## src/rtl/run_monitor.sv

```systemverilog
`timescale 1ns/1ps
`default_nettype none
// ============================================================================
//  Module   : run_monitor
//  Purpose  : End-of-run monitor for the pipelined CPU simulation. Counts RUN
//             cycles, retired instructions and stall cycles. Ends the run on
//             core halt, on a cycle limit or on a no-retire watchdog. Latches
//             the return value and reports the reason the run ended.
//  Ports    : clk, rst           - clock, synchronous active-high reset
//             isHalt, ret_val    - core halt flag and return value
//             retire, stall      - per-cycle retire / stall indications
//             done, reason       - run finished (sticky), exit reason
//                                  (00 run, 01 halt, 10 timeout, 11 hung)
//             result             - ret_val captured at halt, else 0
//             cycle_count, retire_count, stall_count - saturating statistics
//  Revision : 1.0 - initial release
// ============================================================================
module run_monitor #(
    parameter int unsigned CNT_WIDTH      = 32,
    parameter int unsigned DATA_WIDTH     = 16,
    parameter int unsigned CYCLE_LIMIT    = 500000,
    parameter int unsigned WATCHDOG_LIMIT = 1024,
    parameter bit          FINISH_ON_END  = 1'b1
) (
    input  logic                  clk,
    input  logic                  rst,
    input  logic                  isHalt,
    input  logic [DATA_WIDTH-1:0] ret_val,
    input  logic                  retire,
    input  logic                  stall,
    output logic                  done,
    output logic [1:0]            reason,
    output logic [DATA_WIDTH-1:0] result,
    output logic [CNT_WIDTH-1:0]  cycle_count,
    output logic [CNT_WIDTH-1:0]  retire_count,
    output logic [CNT_WIDTH-1:0]  stall_count
);

    // Idle counter only needs to reach WATCHDOG_LIMIT; keep at least one bit
    // so the disabled configuration still elaborates.
    localparam int unsigned IDLE_W = (WATCHDOG_LIMIT == 0) ? 1 : $clog2(WATCHDOG_LIMIT + 1);

    localparam logic [CNT_WIDTH-1:0] C_CYCLE_LIMIT = CNT_WIDTH'(CYCLE_LIMIT);
    localparam logic [IDLE_W-1:0]    C_WD_LIMIT    = IDLE_W'(WATCHDOG_LIMIT);
    localparam logic [CNT_WIDTH-1:0] C_CNT_ONE     = CNT_WIDTH'(1);
    localparam logic [IDLE_W-1:0]    C_IDLE_ONE    = IDLE_W'(1);

    // Encoding doubles as the reason code.
    typedef enum logic [1:0] {
        RUN     = 2'b00,
        HALTED  = 2'b01,
        TIMEOUT = 2'b10,
        HUNG    = 2'b11
    } state_t;

    state_t              r_state;
    logic [IDLE_W-1:0]   r_idle_count;
    logic                w_timeout;
    logic                w_hang;

    assign w_timeout = (CYCLE_LIMIT != 0)    && (cycle_count  == C_CYCLE_LIMIT);
    assign w_hang    = (WATCHDOG_LIMIT != 0) && (r_idle_count == C_WD_LIMIT);

    assign reason = r_state;

    always_ff @(posedge clk) begin
        if (rst) begin
            r_state      <= RUN;
            done         <= 1'b0;
            result       <= '0;
            cycle_count  <= '0;
            retire_count <= '0;
            stall_count  <= '0;
            r_idle_count <= '0;
        end else if (r_state == RUN) begin
            // Statistics include the exiting cycle.
            if (retire && (retire_count != '1))
                retire_count <= retire_count + C_CNT_ONE;
            if (stall && (stall_count != '1))
                stall_count <= stall_count + C_CNT_ONE;

            if (retire)
                r_idle_count <= '0;
            else if (r_idle_count != '1)
                r_idle_count <= r_idle_count + C_IDLE_ONE;

            // A timeout exit leaves cycle_count at exactly CYCLE_LIMIT.
            if (!(w_timeout && !isHalt) && (cycle_count != '1))
                cycle_count <= cycle_count + C_CNT_ONE;

            // Exit priority: halt > timeout > hang.
            if (isHalt) begin
                r_state <= HALTED;
                done    <= 1'b1;
                result  <= ret_val;
            end else if (w_timeout) begin
                r_state <= TIMEOUT;
                done    <= 1'b1;
            end else if (w_hang) begin
                r_state <= HUNG;
                done    <= 1'b1;
            end
        end
        // Terminal states hold every output until reset.
    end

`ifndef SYNTHESIS
    always @(posedge clk) begin
        if (!rst && (r_state == RUN) && (isHalt || w_timeout || w_hang)) begin
            if (isHalt)
                $display("Finished with << %0d >>", ret_val);
            else if (w_timeout)
                $display("ran for %0d cycles", CYCLE_LIMIT);
            else
                $display("hung after %0d idle cycles", WATCHDOG_LIMIT);
            if (FINISH_ON_END)
                $finish;
        end
    end
`endif

endmodule
`default_nettype wire

```

## config.mk

```make
export PLATFORM = sky130hd
export DESIGN_NAME = run_monitor
export DESIGN_NICKNAME = d
export VERILOG_FILES = /design/src/rtl/run_monitor.sv
export SDC_FILE = /design/constraint.sdc
export NUM_CORES = 1
export LEC_CHECK = 0
export CAP_MARGIN = 30
export CORE_MARGIN = 2
export CORE_UTILIZATION = 44
export CTS_BUF_LIST = sky130_fd_sc_hd__clkbuf_16
export DETAILED_ROUTE_END_ITERATION = 7
export PLACE_DENSITY = 0.79
export SLEW_MARGIN = 0
export SYNTH_ARGS = -nofsm -noshare
export SYNTH_HDL_FRONTEND = slang
export SYNTH_SLANG_ARGS = --single-unit
```

## constraint.sdc

```tcl
create_clock -name clk -period 2.4 [get_ports clk]
set_clock_uncertainty 0.05 [all_clocks]
set_input_delay 0.48 -clock clk [delete_from_list [all_inputs] [get_ports clk]]
set_output_delay 0.48 -clock clk [all_outputs]
set_load 0.01 [all_outputs]
```

After elaboration in Yosys (flattened, before gate mapping)

Cells that the tools add are included.

Bits of input ports: 21
Output and inout bits: 115
Flip-flop bits (word level): 126
Word-level logic and storage cells: 40

Reduce and logical (&&, ||, !) cells: 15
Mux-type cells: 8
$add $sub $neg: 4
Eq/ne operators: 6

Operators by type and width:

| operator              | count |
|---|---|
| $add 32x1->32 const B | 3 |
| $ne 32x32->1 const B  | 3 |
| $eq 32x19->1 const B  | 1 |
| $mux 11               | 2 |
| $reduce_and 2->1      | 6 |
| $add 11x1->11 const B | 1 |
| $eq 11x11->1 const B  | 1 |
| $ne 11x11->1 const B  | 1 |
| $mux 2                | 3 |
| $logic_and 1x1->1     | 4 |
| $mux 1                | 3 |
| $reduce_bool 3->1     | 1 |
| $logic_not 1->1       | 2 |
| $logic_not 2->1       | 1 |
| $reduce_bool 2->1     | 1 |

Logic depth before layout (Yosys ltp)

Depth in word-level cells: 5
Gate-level depth with buffers: 9
Depth with buffers taken out: 8

Worst setup path before layout

No wires, ideal clock.

Path kind: input port to flip-flop
From: in stall
To: reg stall_count[26]
Slack: 0.131 ns
Setup time: 0.123 ns
Data arrival time: 2.096 ns
Stages: 6
Buffers on the path: 0
Required time: 2.227 ns
Cells stage by stage: nor3b_4 -> nand2_4 -> or4_4 -> nor2_4 -> nor4b_4 -> mux2_1

Word-level cells in the longest chain between the ends: 2

Ends and longest elaborated chain:

| what                              | RTL line | RTL |
|---|---|---|
| start, declared                   | 30       | `input logic stall,` |
| $logic_and 1x1->1                 | 79       | `if (stall && (stall_count != '1))` |
| $reduce_and 2->1 (no source line) | n/a      |  |
| end signal, assigned              | 80       | `stall_count <= stall_count + C_CNT_ONE;` |
| end, declared                     | 36       | `output logic [CNT_WIDTH-1:0] stall_count` |

No other way between the ends.
A chain may end at the register's enable or synchronous reset.

Worst setup path in the final report

Same ends and word-level chain as after synthesis.

==> summary.txt <==
Layout
  • Filler cells: 1,220
  • Nets: 945
  • Most common cell after layout, fill and taps aside: clkdlybuf4s50_1
  • Finished Layout Cells: 1,109
  • Layout cells sized above 1: 10.7%
  • Fin util: 61.6%
  • Layout area overhead: 38.2%
  • Most frequent cells in the layout: clkdlybuf4s50_1 (134), dfxtp_1 (126), nor2_1 (113)
  • ANT cells: 0

Routing
  • Vias: 5,947
  • 1st-iter DRT viols: 389
  • Antenna viol nets, final: 0
  • DR pass1 iterations: 4
  • Post-Route WL: 15,800 µm
  • Via density: 5.36
  • Wire per inst: 14.3 µm
  • DRC errors left: 0

Floorplanning
  • # rows: 43
  • Core area: 0.0137 mm²
  • Initial Util: 44.6%
  • Die Ht: 122 µm
  • Die Footprint: 0.0149 mm²
  • Die width: 122 µm
  • I/O pins: 136

Placed design
  • Post-Place Cells: 1,079
  • Gp weighted congestion: 0.877
  • Detailed placement HPWL: 11,200 µm
  • DP Worst Slack: -218 ps
  • Buffers on Ports: 135

Yosys
  • Ys async rst share: 0%
  • Sequential-to-total area share from yosys stat: 41.3%
  • Cell taking the most area after synthesis: dfxtp_1
  • Ys Warns: 0
  • Synthesized cell area: 0.00611 mm²
  • Synth Register Bits: 126
  • Gate Count Post-Synth: 745
  • Synth unique cells: 54
  • EDFF count, synth: 0
  • Yosys top cell area share: 41.3%
  • Most used DFF post-synth: dfxtp_1
  • Post-Syn Area per Cell: 8.21 µm²
  • Ranking of synthesized cells by area: dfxtp_1 (41%), nor2_1 (6.9%), xnor2_1 (5.6%), xor2_1 (5.6%), nand4_1 (4.8%)
  • Syn nets: 772

Clock network
  • Total CTS buffers: 17
  • Post-CTS sizing: 0
  • Number of hold buffers added after CTS: 0
  • Root Buffer: clkbuf_16
  • Worst-skew pair later-pin latency: 410 ps
  • Clk pin slew, worst setup/hold paths: 50 ps
  • Sink Count: 126
  • Post-CTS setup buffer count: 0
  • CTS tree: yes
  • CTS Buffer Depth: 2
  • H-tree depth: 4

Global route
  • GRT overflow: 0
  • Vias in the first global route: 5,467
  • First-pass GRT wire length: 26,200 µm
  • Largest net degree at the start of global routing: 43
  • All-Layer GR Usage: 21.8%
  • Antenna violations before repair: 0

Setup path
  • Critical path's top delay family: simple AND/OR/NAND/NOR gates
  • CP bufs+invs: 1
  • Slowest Stage Delay on Critical Path: 560 ps
  • Critical Path Sink Type: flip-flop
  • Crit Path Max Fanout: 2
  • WS Path Type: primary input to flip-flop
  • Setup crit start kind: primary input
  • Critical path's slowest cell: or4_4
  • Worst r2r src: cycle_count[0]
  • WP data arrival: 2450 ps
  • R2R Setup Slk: 200 ps
  • Crit. Startpoint: stall
  • Worst path required time: 2640 ps
  • Worst-path cell chain: clkdlybuf4s50_1 -> nor3b_4 -> nand2_4 -> or4_4 -> nor2_4 -> nor4b_4 -> mux2_1

Power
  • PD cells: 542 mW/mm²
  • P_int: 3530 µW
  • Tot Pwr: 4580 µW
  • Reg power frac: 47.0%
  • Logic pwr share: 6.3%
  • Pleak: 0.00300 µW
  • Net Switching: 1050 µW
  • Sw Ratio: 22.9%
  • Peak supply drop: 425 µV
  • Clock share of power: 46.7%

STA
  • Slew Viols, Final: 0
  • Hold WS: 401 ps
  • Post-route clock period utilization: 91.9%
  • Unrepaired setup endpoints after global routing: false
  • Tightest Pin Transition: 549 ps
  • Slew margin rel.: 63.3%
  • Final setup vio count: 0
  • Fin crit period: 2210 ps
  • Maximum clock rate: 453 MHz
  • Final WS setup: 194 ps
  • Hold Fails Final Rpt: 0

Flow run
  • Max-Cap Viols: 0

Min path
  • Worst hold path class: flip-flop to flip-flop
  • Critical hold path startpoint: result[4]

Outcome
  • Status: finished, final reports clean
Yosys cell counts, drive strengths merged (17+ instances only):
library cell / n
nor4: 20
nand2: 73
o21ai: 17
clkbuf: 29
nor3: 25
nor2: 114
xnor2: 39
and3: 22
dfxtp: 126
nand4: 47
nand3: 38
xor2: 39
a21oi: 43
layout make-up:
type | count | area, µm² | area share (%)
flip-flops and latches | 126 | 2520 | 29.9
clock inverters | 13 | 60.1 | 0.711
multi-input cells | 571 | 3400 | 40.3
clock buffers | 17 | 425 | 5.04
repair buffers | 188 | 1760 | 20.8
well taps | 180 | 225 | 2.67
inverters | 14 | 52.6 | 0.622
metrics by stage:
| step | area (µm²) | setup TNS [ps] |
|---|---|---|
| 6_report | 8450 | 0 |
| 5_1_grt | 8450 | 0 |
| 2_1_floorplan | 6110 | 0 |
| 3_5_place_dp | 7960 | -1700 |
| 4_1_cts | 8450 | 0 |
| 3_3_place_gp | 7960 | -1100 |
layer usage:
metal / GRT usage, % / routed length [µm] / vias up
met4: 7.97 / 275 / 0
met3: 4.96 / 875 / 23
met2: 34.9 / 7390 / 166
met5: 0 / 0 / -
li1: - / - / 2970
met1: 28.7 / 7270 / 2788
power by group through the flow:
stage	Clock (µW)	Sequential (µW)	Combinational, µW
2_1_floorplan	0	2210	125
4_1_cts	2190	2150	289
6_report	2140	2150	286
3_5_place_dp	0	2200	287
3_3_place_gp	0	2200	283
5_1_grt	2290	2160	318
worst register-to-register path: cells and delay by family, from the launching register on:
| family | cells | cell delay (ps) |
|---|---|---|
| and+or+nand+nor | 5 | 1290 |
| DFF | 1 | 420 |
| xor gates and xnor gates | 1 | 140 |
| adders and majority gates | 1 | 210 |
kinds of logic (layout without fill, tap and decap cells):
group / Yosys count / in the layout / share of synthesized area (%)
compound gates: 79 / 79 / 7.37
xor+xnor: 78 / 78 / 11.2
fa+ha+maj: 6 / 6 / 1.23
buf+inv: 48 / 232 / 3.07
flops: 126 / 126 / 41.3
mux: 4 / 4 / 0.675
simple gates: 404 / 404 / 35.2
registers in the layout, summed over array words and instances, names as in the netlist:
| signal | count |
|---|---|
| cycle_count | 32 |
| done | 1 |
| r_idle_count | 11 |
| reason | 2 |
| result | 16 |
| retire_count | 32 |
| stall_count | 32 |
path summary, 6_finish.rpt:
| check | to | cells past startpoint |
|---|---|---|
| worst min register to register | result[4] | 2 |
| worst min-delay path | result[4] | 2 |
| worst max-delay path | stall_count[26] | 7 |
| worst max register to register | cycle_count[26] | 7 |
No activity file was read; power rests on OpenSTA's default activity.
